$ cat config.mk
export PLATFORM = sky130hd
export DESIGN_NAME = gcd_list_reducer
export DESIGN_NICKNAME = d
export VERILOG_FILES = /design/src/rtl/gcd_list_reducer_pkg.sv /design/src/rtl/gcd_list_reducer_dpath.sv /design/src/rtl/gcd_list_reducer.sv
export SDC_FILE = /design/constraint.sdc
export NUM_CORES = 1
export LEC_CHECK = 0
export BUFFER_PORTS_ARGS = -buffer_cell sky130_fd_sc_hd__buf_4
export CAP_MARGIN = 20
export CORE_MARGIN = 1
export CORE_UTILIZATION = 48
export CTS_CLUSTER_DIAMETER = 40
export DETAILED_ROUTE_END_ITERATION = 8
export GPL_TIMING_DRIVEN = 0
export PLACE_DENSITY = 0.93
export RECOVER_POWER = 25
export SLEW_MARGIN = 10
export SYNTH_ARGS = -nofsm -noshare
export SYNTH_HDL_FRONTEND = slang
export SYNTH_SLANG_ARGS = --single-unit
export TNS_END_PERCENT = 10
$ cat constraint.sdc
create_clock -name clk -period 4.3 [get_ports clk]
set_input_delay 0 -clock clk [delete_from_list [all_inputs] [get_ports clk]]
set_output_delay 0 -clock clk [all_outputs]
set_load 0.05 [all_outputs]
$ cat src/rtl/gcd_list_reducer_pkg.sv
// Shared field layout for the list reducer's input stream and the GCD unit's
// request message, so the reducer and the GCD unit agree on packing.
package gcd_list_reducer_pkg;

    localparam int P_NBITS_DEFAULT = 16;

    // in_msg = {last, value}
    function automatic int in_last_idx(input int nbits);
        return nbits;
    endfunction

    function automatic int in_value_msb(input int nbits);
        return nbits - 1;
    endfunction

    // gcd_req_msg = {A, B}
    function automatic int req_a_msb(input int nbits);
        return 2 * nbits - 1;
    endfunction

    function automatic int req_a_lsb(input int nbits);
        return nbits;
    endfunction

    function automatic int req_b_msb(input int nbits);
        return nbits - 1;
    endfunction

    localparam int REQ_B_LSB = 0;

    typedef enum logic {
        ACC_SEL_IN   = 1'b0,
        ACC_SEL_RESP = 1'b1
    } acc_sel_t;

endpackage

$ cat src/rtl/gcd_list_reducer_dpath.sv
// Datapath of the list reducer: running result, current element and its
// last flag, plus the short-circuit comparator on the running result.
module gcd_list_reducer_dpath
    import gcd_list_reducer_pkg::*;
#(
    parameter int p_nbits = P_NBITS_DEFAULT
) (
    input  logic                   clk,
    input  logic                   reset,
    input  logic [p_nbits:0]       in_msg,
    input  logic [p_nbits-1:0]     gcd_resp_msg,
    input  logic                   acc_en,
    input  acc_sel_t               acc_sel,
    input  logic                   x_en,
    output logic                   in_last,
    output logic                   last_flag,
    output logic                   acc_is_one,
    output logic [2*p_nbits-1:0]   gcd_req_msg,
    output logic [p_nbits-1:0]     out_msg
);

    localparam int LAST_IDX = in_last_idx(p_nbits);
    localparam int VAL_MSB  = in_value_msb(p_nbits);
    localparam int A_MSB    = req_a_msb(p_nbits);
    localparam int A_LSB    = req_a_lsb(p_nbits);
    localparam int B_MSB    = req_b_msb(p_nbits);

    logic [p_nbits-1:0] acc_reg;
    logic [p_nbits-1:0] x_reg;
    logic               last_reg;
    logic [p_nbits-1:0] in_value;
    logic [p_nbits-1:0] acc_d;

    assign in_value = in_msg[VAL_MSB:0];
    assign in_last  = in_msg[LAST_IDX];
    assign acc_d    = (acc_sel == ACC_SEL_RESP) ? gcd_resp_msg : in_value;

    always_ff @(posedge clk) begin
        if (reset) begin
            acc_reg  <= '0;
            x_reg    <= '0;
            last_reg <= 1'b0;
        end else begin
            if (acc_en) acc_reg <= acc_d;
            if (x_en) begin
                x_reg    <= in_value;
                last_reg <= in_last;
            end
        end
    end

    // Once the running result is 1 the list GCD is settled; skip the unit.
    assign acc_is_one = (acc_reg == {{(p_nbits-1){1'b0}}, 1'b1});
    assign last_flag  = last_reg;

    assign gcd_req_msg[A_MSB:A_LSB]     = acc_reg;
    assign gcd_req_msg[B_MSB:REQ_B_LSB] = x_reg;
    assign out_msg                      = acc_reg;

endmodule

$ cat src/rtl/gcd_list_reducer.sv
// Folds a last-terminated stream of values into its GCD by issuing one
// {running result, element} request at a time to an external GCD unit.
//
// state | meaning
// FIRST | waiting for the first element of a list
// NEXT  | waiting for a further element
// REQ   | presenting {acc, x} to the GCD unit
// WAIT  | waiting for the GCD unit's response
// DONE  | presenting the list result
module gcd_list_reducer
    import gcd_list_reducer_pkg::*;
#(
    parameter int p_nbits = P_NBITS_DEFAULT
) (
    input  logic                   clk,
    input  logic                   reset,
    input  logic                   in_val,
    output logic                   in_rdy,
    input  logic [p_nbits:0]       in_msg,
    output logic                   gcd_req_val,
    input  logic                   gcd_req_rdy,
    output logic [2*p_nbits-1:0]   gcd_req_msg,
    input  logic                   gcd_resp_val,
    output logic                   gcd_resp_rdy,
    input  logic [p_nbits-1:0]     gcd_resp_msg,
    output logic                   out_val,
    input  logic                   out_rdy,
    output logic [p_nbits-1:0]     out_msg
);

    typedef enum logic [2:0] {
        FIRST = 3'd0,
        NEXT  = 3'd1,
        REQ   = 3'd2,
        WAIT  = 3'd3,
        DONE  = 3'd4
    } state_t;

    state_t   state, state_next;
    logic     acc_en;
    acc_sel_t acc_sel;
    logic     x_en;
    logic     in_last;
    logic     last_flag;
    logic     acc_is_one;

    gcd_list_reducer_dpath #(.p_nbits(p_nbits)) u_dpath (
        .clk          (clk),
        .reset        (reset),
        .in_msg       (in_msg),
        .gcd_resp_msg (gcd_resp_msg),
        .acc_en       (acc_en),
        .acc_sel      (acc_sel),
        .x_en         (x_en),
        .in_last      (in_last),
        .last_flag    (last_flag),
        .acc_is_one   (acc_is_one),
        .gcd_req_msg  (gcd_req_msg),
        .out_msg      (out_msg)
    );

    always_ff @(posedge clk) begin
        if (reset) state <= FIRST;
        else       state <= state_next;
    end

    always_comb begin
        state_next   = state;
        in_rdy       = 1'b0;
        gcd_req_val  = 1'b0;
        gcd_resp_rdy = 1'b0;
        out_val      = 1'b0;
        acc_en       = 1'b0;
        acc_sel      = ACC_SEL_IN;
        x_en         = 1'b0;
        case (state)
            FIRST: begin
                in_rdy = 1'b1;
                if (in_val) begin
                    acc_en     = 1'b1;
                    state_next = in_last ? DONE : NEXT;
                end
            end
            NEXT: begin
                in_rdy = 1'b1;
                if (in_val) begin
                    x_en = 1'b1;
                    if (acc_is_one) state_next = in_last ? DONE : NEXT;
                    else            state_next = REQ;
                end
            end
            REQ: begin
                gcd_req_val = 1'b1;
                if (gcd_req_rdy) state_next = WAIT;
            end
            WAIT: begin
                gcd_resp_rdy = 1'b1;
                if (gcd_resp_val) begin
                    acc_en     = 1'b1;
                    acc_sel    = ACC_SEL_RESP;
                    state_next = last_flag ? DONE : NEXT;
                end
            end
            DONE: begin
                out_val = 1'b1;
                if (out_rdy) state_next = FIRST;
            end
            default: state_next = FIRST;
        endcase
    end

endmodule

==> results of run 1 <==
worst max-delay path: cells and delay by family, from the launching register on:
| family | cells | cell delay, ns |
|---|---|---|
| flops | 1 | 0.41 |
| compound gates | 1 | 0.28 |
| simple gates | 3 | 0.61 |
| buf+inv | 2 | 0.88 |
routing by layer:
metal  track usage (%)  wire length [um]  vias to the layer above
met5                 0                 0                        -
met4              25.1               382                        0
met3              12.8               575                       46
met2              60.4              3290                      178
met1              44.0              2480                     1042
li1                  -                 -                     1005
metrics by stage:
step,hold slack (ns),instances,utilization (%),instance area (um^2),power (mW)
2_1_floorplan,0.136,221,-,1720,0.628
3_3_place_gp,0.259,357,72.4,2450,0.737
3_5_place_dp,0.268,357,72.4,2450,0.745
4_1_cts,0.0119,400,84.9,2880,0.999
5_1_grt,0.0414,400,82.5,2800,1.05
6_report,0.00847,400,82.5,2800,1.01
path summary, 6_finish.rpt:
path	to	startpoint	cells after the start	slack, ns
worst max-delay path	u_dpath.out_msg[6]$_SDFFE_PP0P_	state[2]$_SDFFE_PP0P_	6	2.08
worst min-delay path	state[2]$_SDFFE_PP0P_	out_rdy	3	0.008
worst max register to register	u_dpath.out_msg[6]$_SDFFE_PP0P_	state[2]$_SDFFE_PP0P_	6	2.08
worst min register to register	u_dpath.x_reg[9]$_SDFFE_PP0P_	u_dpath.x_reg[9]$_SDFFE_PP0P_	2	0.46
layout make-up:
class	count	area [um^2]
timing repair buffer	125	943
multi-input combinational	154	793
sequential	36	721
fill	218	593
buffer	30	201
tap	46	57.6
clock buffer	6	41.3
clock inverter	2	35.0
inverter	1	3.75
kinds of logic (layout without fill, tap and decap cells):
kind of cell | Yosys count | in the layout | synth area share, %
AO/OA/AOI/OAI | 42 | 42 | 17.4
buffers and inverters | 31 | 164 | 11.9
flip-flops | 36 | 36 | 41.9
AND/OR/NAND/NOR | 112 | 112 | 28.7
cell usage in the layout (no fill, tap or decap), drive strengths merged, types with 2 or more instances in the layout:
cell type	n
dfxtp	36
clkbuf	33
nor2	24
buf	93
and3	2
a21oi	21
nor4	3
a22oi	3
nand3	3
nor3	3
nand2	65
a311oi	14
dlygate4sd3	35
nand2b	4
timing repair:
| item | 4_1_cts | 5_1_grt |
|---|---|---|
| endpoints found under the hold margin | 35 | 0 |
| setup endpoints to repair | 0 | 0 |
| hold buffers | 35 | 0 |
| resized for setup | 0 | 0 |
power by group through the flow:
stage / Combinational (mW) / Sequential, mW / Clock, mW
floorplan: 0.169 / 0.459 / 0
global placement: 0.349 / 0.387 / 0
detailed placement: 0.356 / 0.389 / 0
CTS: 0.383 / 0.382 / 0.234
global route: 0.411 / 0.387 / 0.250
finish: 0.388 / 0.384 / 0.239
==> out/metrics.yaml, run 1 <==
min_path_type: "primary input to flip-flop"
synth-seq-area-share_pct: 41.9
grt_pass1_wl_um: 10300
die_x_um: 61.8
avgSynthCellArea_um2: 7.78
synth_warnings: 0
start_util_pct: 50.7
clk_pin_slew_worst_paths_ns: 0.12
num_vias: 2271
wl_per_cell_um: 16.8
p_switching_mw: 0.391
synth_cells: 221
cts_tree: "done"
synthFlopType: "dfxtp_1"
required_ns: 4.61
syn2layout_area_growth_pct: 62.7
rows: 21
cp_cell_sequence: "nand2b_1, nor2_2, buf_2, nand2_1, a311oi_1, dlygate4sd3_1"
drv_cap: 0
die_area_mm2: 0.00382
finalSetupViolCount: 0
slew_headroom_pct: 56.6
clock_sinks: 36
core_mm2: 0.00339
hpwl_um: 3800
gp_congestion: 0.846
crit_type: "flip-flop to flip-flop"
final_layout_size_suffix_gt1_share_pct: 30.2
slew_violations: 0
period_share_pct: 51.6
finalHoldViolCount: 0
ioPinCount: 91
cts_inserted_buffers: 5
p_leak_nw: 1.22
synth_edf_count: 0
async_flop_share_pct: 0
yosys-top-cells-count: "nand2_1, dfxtp_1, nor2_1, a21oi_1, buf_4"
start_kind: "flip-flop"
grt_max_degree: 12
clkLatencyLatePin_ns: 0.35
antenna_found_initial: 0
min_period_ns: 2.22
yosys-top-cells-area: "dfxtp_1, nand2_1, buf_4"
drc: 0
worst_path_largest_cell_delay_ns: 0.59
cts.htree.levels: 2
clock.fmax_mhz: 450
crit_path_end_kind: "flip-flop"
path_max_fanout: 10
p_int_mw: 0.620
power_frac_comb_pct: 38.4
syn_nets: 260
routed_wl_um: 6720
cp.arrival_ns: 2.53
yosys.area.top_type: "dfxtp_1"
cts_root_buf: "clkbuf_4"
irDropWorstVdd_mv: 0.205
synth_top_cell_area_share_pct: 41.9
finClkSkew_ns: 0.0116
die_h_um: 61.8
antennaDiodeCount: 0
post_cts_buffers: 0
synth.most_common_cell: "nand2_1"
crit_slowest_cell: "dlygate4sd3_1"
post-place-ws_ns: 2.68
detail_route.first_pass.iterations: 5
grtUsageTotal_pct: 38.1
syn_area_mm2: 0.00172
rsz0062_at_grt: "no"
viasPerCell: 5.68
drtIter0Drc: 162
power_density_mw_per_mm2: 362
tns_ns: 0
overflow: 0
ys_ff_latch: 36
clk_path_buf_depth: 2
ys_types: 33
worstMarginPinSlew_ns: 0.654
ant_nets: 0
seq_power_share_pct: 38.0
grt_pass1_vias: 2177
port_buffers: 90
p_clk_share_pct: 23.6
sw_frac_of_total_pct: 38.7
outcome: "finished clean"
fin_ws_ns: 2.08
nNetsFinal: 392
No activity file was read; power rests on OpenSTA's default activity.
==> run 2: changes to the inputs <==
--- a/config.mk
+++ b/config.mk
@@ -8,11 +8,11 @@
 export BUFFER_PORTS_ARGS = -buffer_cell sky130_fd_sc_hd__buf_4
 export CAP_MARGIN = 20
 export CORE_MARGIN = 1
-export CORE_UTILIZATION = 48
+export CORE_UTILIZATION = 44
 export CTS_CLUSTER_DIAMETER = 40
 export DETAILED_ROUTE_END_ITERATION = 8
 export GPL_TIMING_DRIVEN = 0
-export PLACE_DENSITY = 0.93
+export PLACE_DENSITY = 0.87
 export RECOVER_POWER = 25
 export SLEW_MARGIN = 10
 export SYNTH_ARGS = -nofsm -noshare
==> constraint.sdc (replaced) <==
create_clock -name clk -period 2.07 [get_ports clk]
set_input_delay 0 -clock clk [delete_from_list [all_inputs] [get_ports clk]]
set_output_delay 0 -clock clk [all_outputs]
set_load 0.05 [all_outputs]
==> run 2 against run 1 <==
Net effect: clock skew is 0.0061 ns lower; via count is 10% lower; sequential share of layout area is 0.34 points higher; non-clock buffer count is 7 lower; clock-buffer cell count stayed put; worst hold slack worse by 0.00089 ns; worst setup slack worse by 1.7 ns; utilization is 8.2 points lower; critical endpoint is now u_dpath.out_msg[8]$_SDFFE_PP0P_.
==> out/metrics.yaml, run 2 (synthesis results as in run 1) <==
crit_type: "flip-flop to flip-flop"
ant_nets: 0  # unchanged
grt_pass1_wl_um: 8670  # -16%
drc: 0  # unchanged
syn2layout_area_growth_pct: 60.6
ioPinCount: 91  # unchanged
outcome: "finished clean"
clock_sinks: 36  # unchanged
viasPerCell: 5.17  # -8.9%
nNetsFinal: 385  # -1.8%
gp_congestion: 0.830  # -1.9%
cp_cell_sequence: "nand2b_1, nor2_2, buf_2, nand2_1, a311oi_1"
min_path_type: "primary input to flip-flop"
port_buffers: 90  # unchanged
num_vias: 2043  # -10%
crit_path_end_kind: "flip-flop"
start_util_pct: 46.3  # -4.5 points
clock.fmax_mhz: 582  # +29%
overflow: 0  # unchanged
highest_layer: "met4"
crit_slowest_cell: "dfxtp_1"
routed_wl_um: 5450  # -19%
clkLatencyLatePin_ns: 0.29  # -0.06 ns
required_ns: 2.26  # -2.35 ns
drv_cap: 0  # unchanged
layout_common_cells: "buf_4, nand2_1, dfxtp_1, clkbuf_1, dlygate4sd3_1"
detail_route.first_pass.iterations: 4  # -1
fill_cells: 302  # +39%
cts_resized: 0  # unchanged
layout_commonest_cell: "buf_4"
hold_buffers: 27  # -23%
clk_pin_slew_worst_paths_ns: 0.07  # -0.05 ns
path_delay_family: "simple AND/OR/NAND/NOR gates"
cts.htree.levels: 2  # unchanged
cp.arrival_ns: 1.91  # -0.62 ns
antenna_found_initial: 0  # unchanged
irDropWorstVdd_mv: 0.485  # +140%
worstHoldPathCells: 3  # unchanged
grt_max_degree: 12  # unchanged
reg2regPathDepth: 5  # -1
cts_root_buf: "clkbuf_8"
dpl.cell_count: 359  # +0.56%
final_layout_size_suffix_gt1_share_pct: 30.8  # +0.61 points
grtUsageTotal_pct: 27.1  # -11 points
finalHoldViolCount: 0  # unchanged
wl_per_cell_um: 13.8  # -18%
wl_met2_um: 2690  # -18%
finClkSkew_ns: 0.00549  # -0.00613 ns
slew_violations: 0  # unchanged
antennaDiodeCount: 0  # unchanged
rsz0062_at_grt: "no"
p_leak_nw: 1.20  # -1.5%
min_period_ns: 1.72  # -0.503 ns
crit_cells: 5  # -1
die_h_um: 64.5  # +4.3%
path_max_fanout: 10  # unchanged
path_buf_inv: 1  # -1
slew_headroom_pct: 56.6  # about the same
worst_path_largest_cell_delay_ns: 0.41  # -0.18 ns
routed-wl-met3_um: 346  # -40%
worstMarginPinSlew_ns: 0.653  # -0.000740 ns
drtIter0Drc: 149  # -8.0%
met1Wirelength_um: 2300  # -7.0%
finalSetupViolCount: 0  # unchanged
tns_ns: 0  # unchanged
rows: 22  # +4.8%
hpwl_um: 3710  # -2.5%
core_mm2: 0.00372  # +9.6%
die_x_um: 64.5  # +4.3%
post_cts_buffers: 0  # unchanged
clk_path_buf_depth: 2  # unchanged
start_kind: "flip-flop"
cts_inserted_buffers: 5  # unchanged
period_share_pct: 83.0  # +31 points
cts_tree: "done"
power_density_mw_per_mm2: 785  # +120%
grt_pass1_vias: 1948  # -11%
die_area_mm2: 0.00416  # +8.8%
finalNonFillerCells: 395  # -1.3%
[run 2: changes by cell type in the layout (fill, tap and decap cells not counted)]
cell and change:
dlygate4sd3_1 -7, clkbuf_4 -5, clkbuf_8 +5
[run 2: final cells by class]
| class | count | area [um^2] | area share [%] |
|---|---|---|---|
| plain buffers | 30 | 201 | 7.30 |
| clock buffers | 6 | 72.6 | 2.63 |
| clock inverters | 2 | 35.0 | 1.27 |
| inverters | 1 | 3.75 | 0.136 |
| multi-input cells | 154 | 793 | 28.7 |
| flip-flops and latches | 36 | 721 | 26.1 |
| well taps | 48 | 60.1 | 2.18 |
| repair buffers | 118 | 873 | 31.6 |
[run 2: worst paths after layout]
check	start	slack [ns]	endpoint
worst max register to register	state[2]$_SDFFE_PP0P_	0.35	u_dpath.out_msg[8]$_SDFFE_PP0P_
worst max-delay path	state[2]$_SDFFE_PP0P_	0.35	u_dpath.out_msg[8]$_SDFFE_PP0P_
worst min register to register	u_dpath.x_reg[6]$_SDFFE_PP0P_	0.46	u_dpath.x_reg[6]$_SDFFE_PP0P_
worst min-delay path	gcd_resp_msg[15]	0.008	u_dpath.out_msg[15]$_SDFFE_PP0P_
[run 2: where the power goes]
| part | leakage, nW | internal (mW) | switching, mW |
|---|---|---|---|
| Clock | 0.0552 | 0.357 | 0.250 |
| Combinational | 0.851 | 0.282 | 0.484 |
| Sequential | 0.295 | 0.743 | 0.0502 |
[run 2: worst register-to-register path, cell delays in order, from the launching register on]
cell	delay, ns
dfxtp_1	0.41
nand2b_1	0.25
nor2_2	0.30
buf_2	0.28
nand2_1	0.10
a311oi_1	0.29
[run 2: metrics by stage]
stage | power [mW] | setup slack (ns) | hold WS (ns) | utilization (%) | area, um^2
5_1_grt | 2.26 | 0.213 | 0.0120 | 74.3 | 2760
3_5_place_dp | 1.54 | 0.408 | 0.268 | 66.1 | 2450
3_3_place_gp | 1.53 | 0.415 | 0.260 | 66.1 | 2450
2_1_floorplan | 1.30 | 0.324 | 0.136 | - | 1720
4_1_cts | 2.18 | 0.382 | 0.00426 | 76.2 | 2830
6_report | 2.17 | 0.352 | 0.00758 | 74.3 | 2760
[run 2: per-layer routing]
metal / global-route usage, % / vias to the layer above
met5: 0 / -
met4: 14.2 / 0
met3: 5.28 / 12
met2: 45.9 / 87
met1: 32.1 / 956
li1: - / 988
==> run 3: changes to the inputs <==
==> constraint.sdc (replaced) <==
create_clock -name clk -period 1.64 [get_ports clk]
set_input_delay 0 -clock clk [delete_from_list [all_inputs] [get_ports clk]]
set_output_delay 0 -clock clk [all_outputs]
set_load 0.05 [all_outputs]
==> run 3 against run 2 <==
Net effect: flip-flop and latch count unchanged; largest cell class unchanged; global-route usage increased by 3.1 points; register-to-register slack worse by 0.33 ns; clock power rose by 43%; clock skew about the same; total power grew 33%; largest power group unchanged; critical endpoint is now state[0]$_SDFFE_PP0P_; combinational power is 31% higher; via count up 1.3%; fmax up 5.9%.
==> out/metrics.yaml, run 3 (synthesis results as in run 1) <==
place_area_mm2: 0.00246  # +0.26%
cp.arrival_ns: 1.87  # -0.04 ns
rows: 22  # unchanged
crit_type: "flip-flop to flip-flop"
worstHoldPathCells: 3  # unchanged
required_ns: 1.89  # -0.37 ns
syn2layout_area_growth_pct: 64.3
die_x_um: 64.5  # unchanged
post-place-ws_ns: -0.0252  # -0.433 ns
irDropWorstVdd_mv: 0.553  # +14%
layout_common_cells: "buf_4, nand2_1, dfxtp_1, dlygate4sd3_1, clkbuf_1"
start_kind: "flip-flop"
slew_headroom_pct: 58.7  # +2.0 points
viasPerCell: 5.26  # +1.8%
min_period_ns: 1.62  # -0.0957 ns
grt_pass1_wl_um: 9520  # +9.8%
power_density_mw_per_mm2: 1020  # +30%
stdcell_area_mm2: 0.00282  # +2.3%
reg2regPathDepth: 4  # -1
start_util_pct: 46.3  # unchanged
fin_ws_ns: 0.0175  # -0.334 ns
cts_inserted_buffers: 5  # unchanged
grt_max_degree: 12  # unchanged
wl_per_cell_um: 15.5  # +12%
routed_wl_um: 6090  # +12%
die_h_um: 64.5  # unchanged
r2r_end: "state[0]$_SDFFE_PP0P_"
ant_nets: 0  # unchanged
gp_congestion: 0.819  # -1.4%
worstMarginPinSlew_ns: 0.623  # -0.0309 ns
path_max_fanout: 4  # -6
finalSetupViolCount: 0  # unchanged
drc: 0  # unchanged
r2r_slack_ns: 0.02  # -0.33 ns
overflow: 0  # unchanged
period_share_pct: 98.9  # +16 points
core_mm2: 0.00372  # unchanged
clk_pin_slew_worst_paths_ns: 0.07  # about the same
detail_route.first_pass.iterations: 4  # unchanged
finalHoldViolCount: 0  # unchanged
clkLatencyLatePin_ns: 0.30  # about the same
crit_path_end_kind: "flip-flop"
final_layout_size_suffix_gt1_share_pct: 34.2  # +3.4 points
cts.htree.levels: 2  # unchanged
slew_violations: 0  # unchanged
cts_root_buf: "clkbuf_8"
die_area_mm2: 0.00416  # unchanged
clock.fmax_mhz: 616  # +5.9%
post_cts_buffers: 0  # unchanged
r2r_start: "u_dpath.out_msg[3]$_SDFFE_PP0P_"
drtIter0Drc: 191  # +28%
nNetsFinal: 383  # -0.52%
grtUsageTotal_pct: 30.2  # +3.1 points
drv_cap: 0  # unchanged
hpwl_um: 3850  # +3.7%
outcome: "finished clean"
p_leak_nw: 1.22  # +1.3%
grt_pass1_vias: 2056  # +5.5%
ioPinCount: 91  # unchanged
finClkSkew_ns: 0.00596  # +0.000472 ns
fill_cells: 282  # -6.6%
min_path_type: "primary input to flip-flop"
clock_sinks: 36  # unchanged
whs_endpoint: "u_dpath.out_msg[5]$_SDFFE_PP0P_"
antennaDiodeCount: 0  # unchanged
antenna_found_initial: 0  # unchanged
layout_commonest_cell: "buf_4"
num_vias: 2069  # +1.3%
cts_tree: "done"
clk_path_buf_depth: 2  # unchanged
min-delay-start: "gcd_resp_msg[5]"
port_buffers: 90  # unchanged
rsz0062_at_grt: "yes"
[run 3: changes by cell type in the layout (fill, tap and decap cells not counted), moves of 2 or more]
cell           delta
buf_4             +2
clkbuf_1          -4
clkbuf_8          +2
dfxtp_1           -2
dfxtp_2           +2
dlygate4sd3_1     -2
nor2_2            -2
nor2_4            +2
nor4_1            -2
nor4_2            +2
[run 3: final cells by class]
class	instances	area [um^2]	area share [%]
Multi-Input combinational cell	154	845	29.9
Clock inverter	1	30.0	1.06
Sequential cell	36	723	25.6
Clock buffer	7	96.3	3.41
Timing Repair Buffer	116	861	30.5
Inverter	1	3.75	0.133
Buffer	30	205	7.27
Tap cell	48	60.1	2.13
[run 3: worst max path at each step]
stage	start	to
2_1_floorplan	u_dpath.out_msg[14]$_SDFFE_PP0P_	state[0]$_SDFFE_PP0P_
3_3_place_gp	u_dpath.out_msg[6]$_SDFFE_PP0P_	state[0]$_SDFFE_PP0P_
3_5_place_dp	state[2]$_SDFFE_PP0P_	u_dpath.out_msg[3]$_SDFFE_PP0P_
4_1_cts	u_dpath.out_msg[6]$_SDFFE_PP0P_	state[0]$_SDFFE_PP0P_
5_1_grt	state[2]$_SDFFE_PP0P_	u_dpath.out_msg[5]$_SDFFE_PP0P_
6_report	u_dpath.out_msg[3]$_SDFFE_PP0P_	state[0]$_SDFFE_PP0P_
[run 3: layer usage]
| metal | routed length, um | up-vias | GRT usage [%] |
|---|---|---|---|
| li1 | - | 985 | - |
| met1 | 2370 | 973 | 33.7 |
| met2 | 3120 | 95 | 53.2 |
| met3 | 407 | 16 | 5.81 |
| met4 | 187 | 0 | 17.2 |
| met5 | 0 | - | 0 |
[run 3: worst max-delay path, cell delays in order (launching register included)]
cell	delay, ns
dfxtp_1	0.35
nor4_2	0.35
nand4_1	0.24
or4_1	0.54
nand3_1	0.10
[run 3: what timing repair did]
| item | 4_1_cts | 5_1_grt |
|---|---|---|
| pin swaps | 0 | 1 |
| endpoints found under the setup margin | 4 | 19 |
| hold endpoints to repair | 27 | 0 |
| hold buffers | 26 | 0 |
| resized for setup | 2 | 10 |
[run 3: where the power goes]
group	switching, mW	internal, mW	leakage (nW)
sequential	0.0730	0.939	0.295
clock	0.331	0.536	0.0645
combinational	0.634	0.369	0.857
total	1.04	1.84	1.22
[run 3: per-stage QoR]
step / utilization (%) / instances / hold WS, ns / total power, mW / TNS, ns
after floorplan: - / 221 / 0.136 / 1.65 / 0
after global placement: 66.2 / 359 / 0.261 / 1.94 / 0
after detailed placement: 66.2 / 359 / 0.268 / 1.96 / -0.0259
after CTS: 76.8 / 393 / 0.00666 / 2.86 / 0
after global routing: 76.0 / 393 / 0.0218 / 2.98 / -0.153
final: 76.0 / 393 / 0.00825 / 2.88 / 0
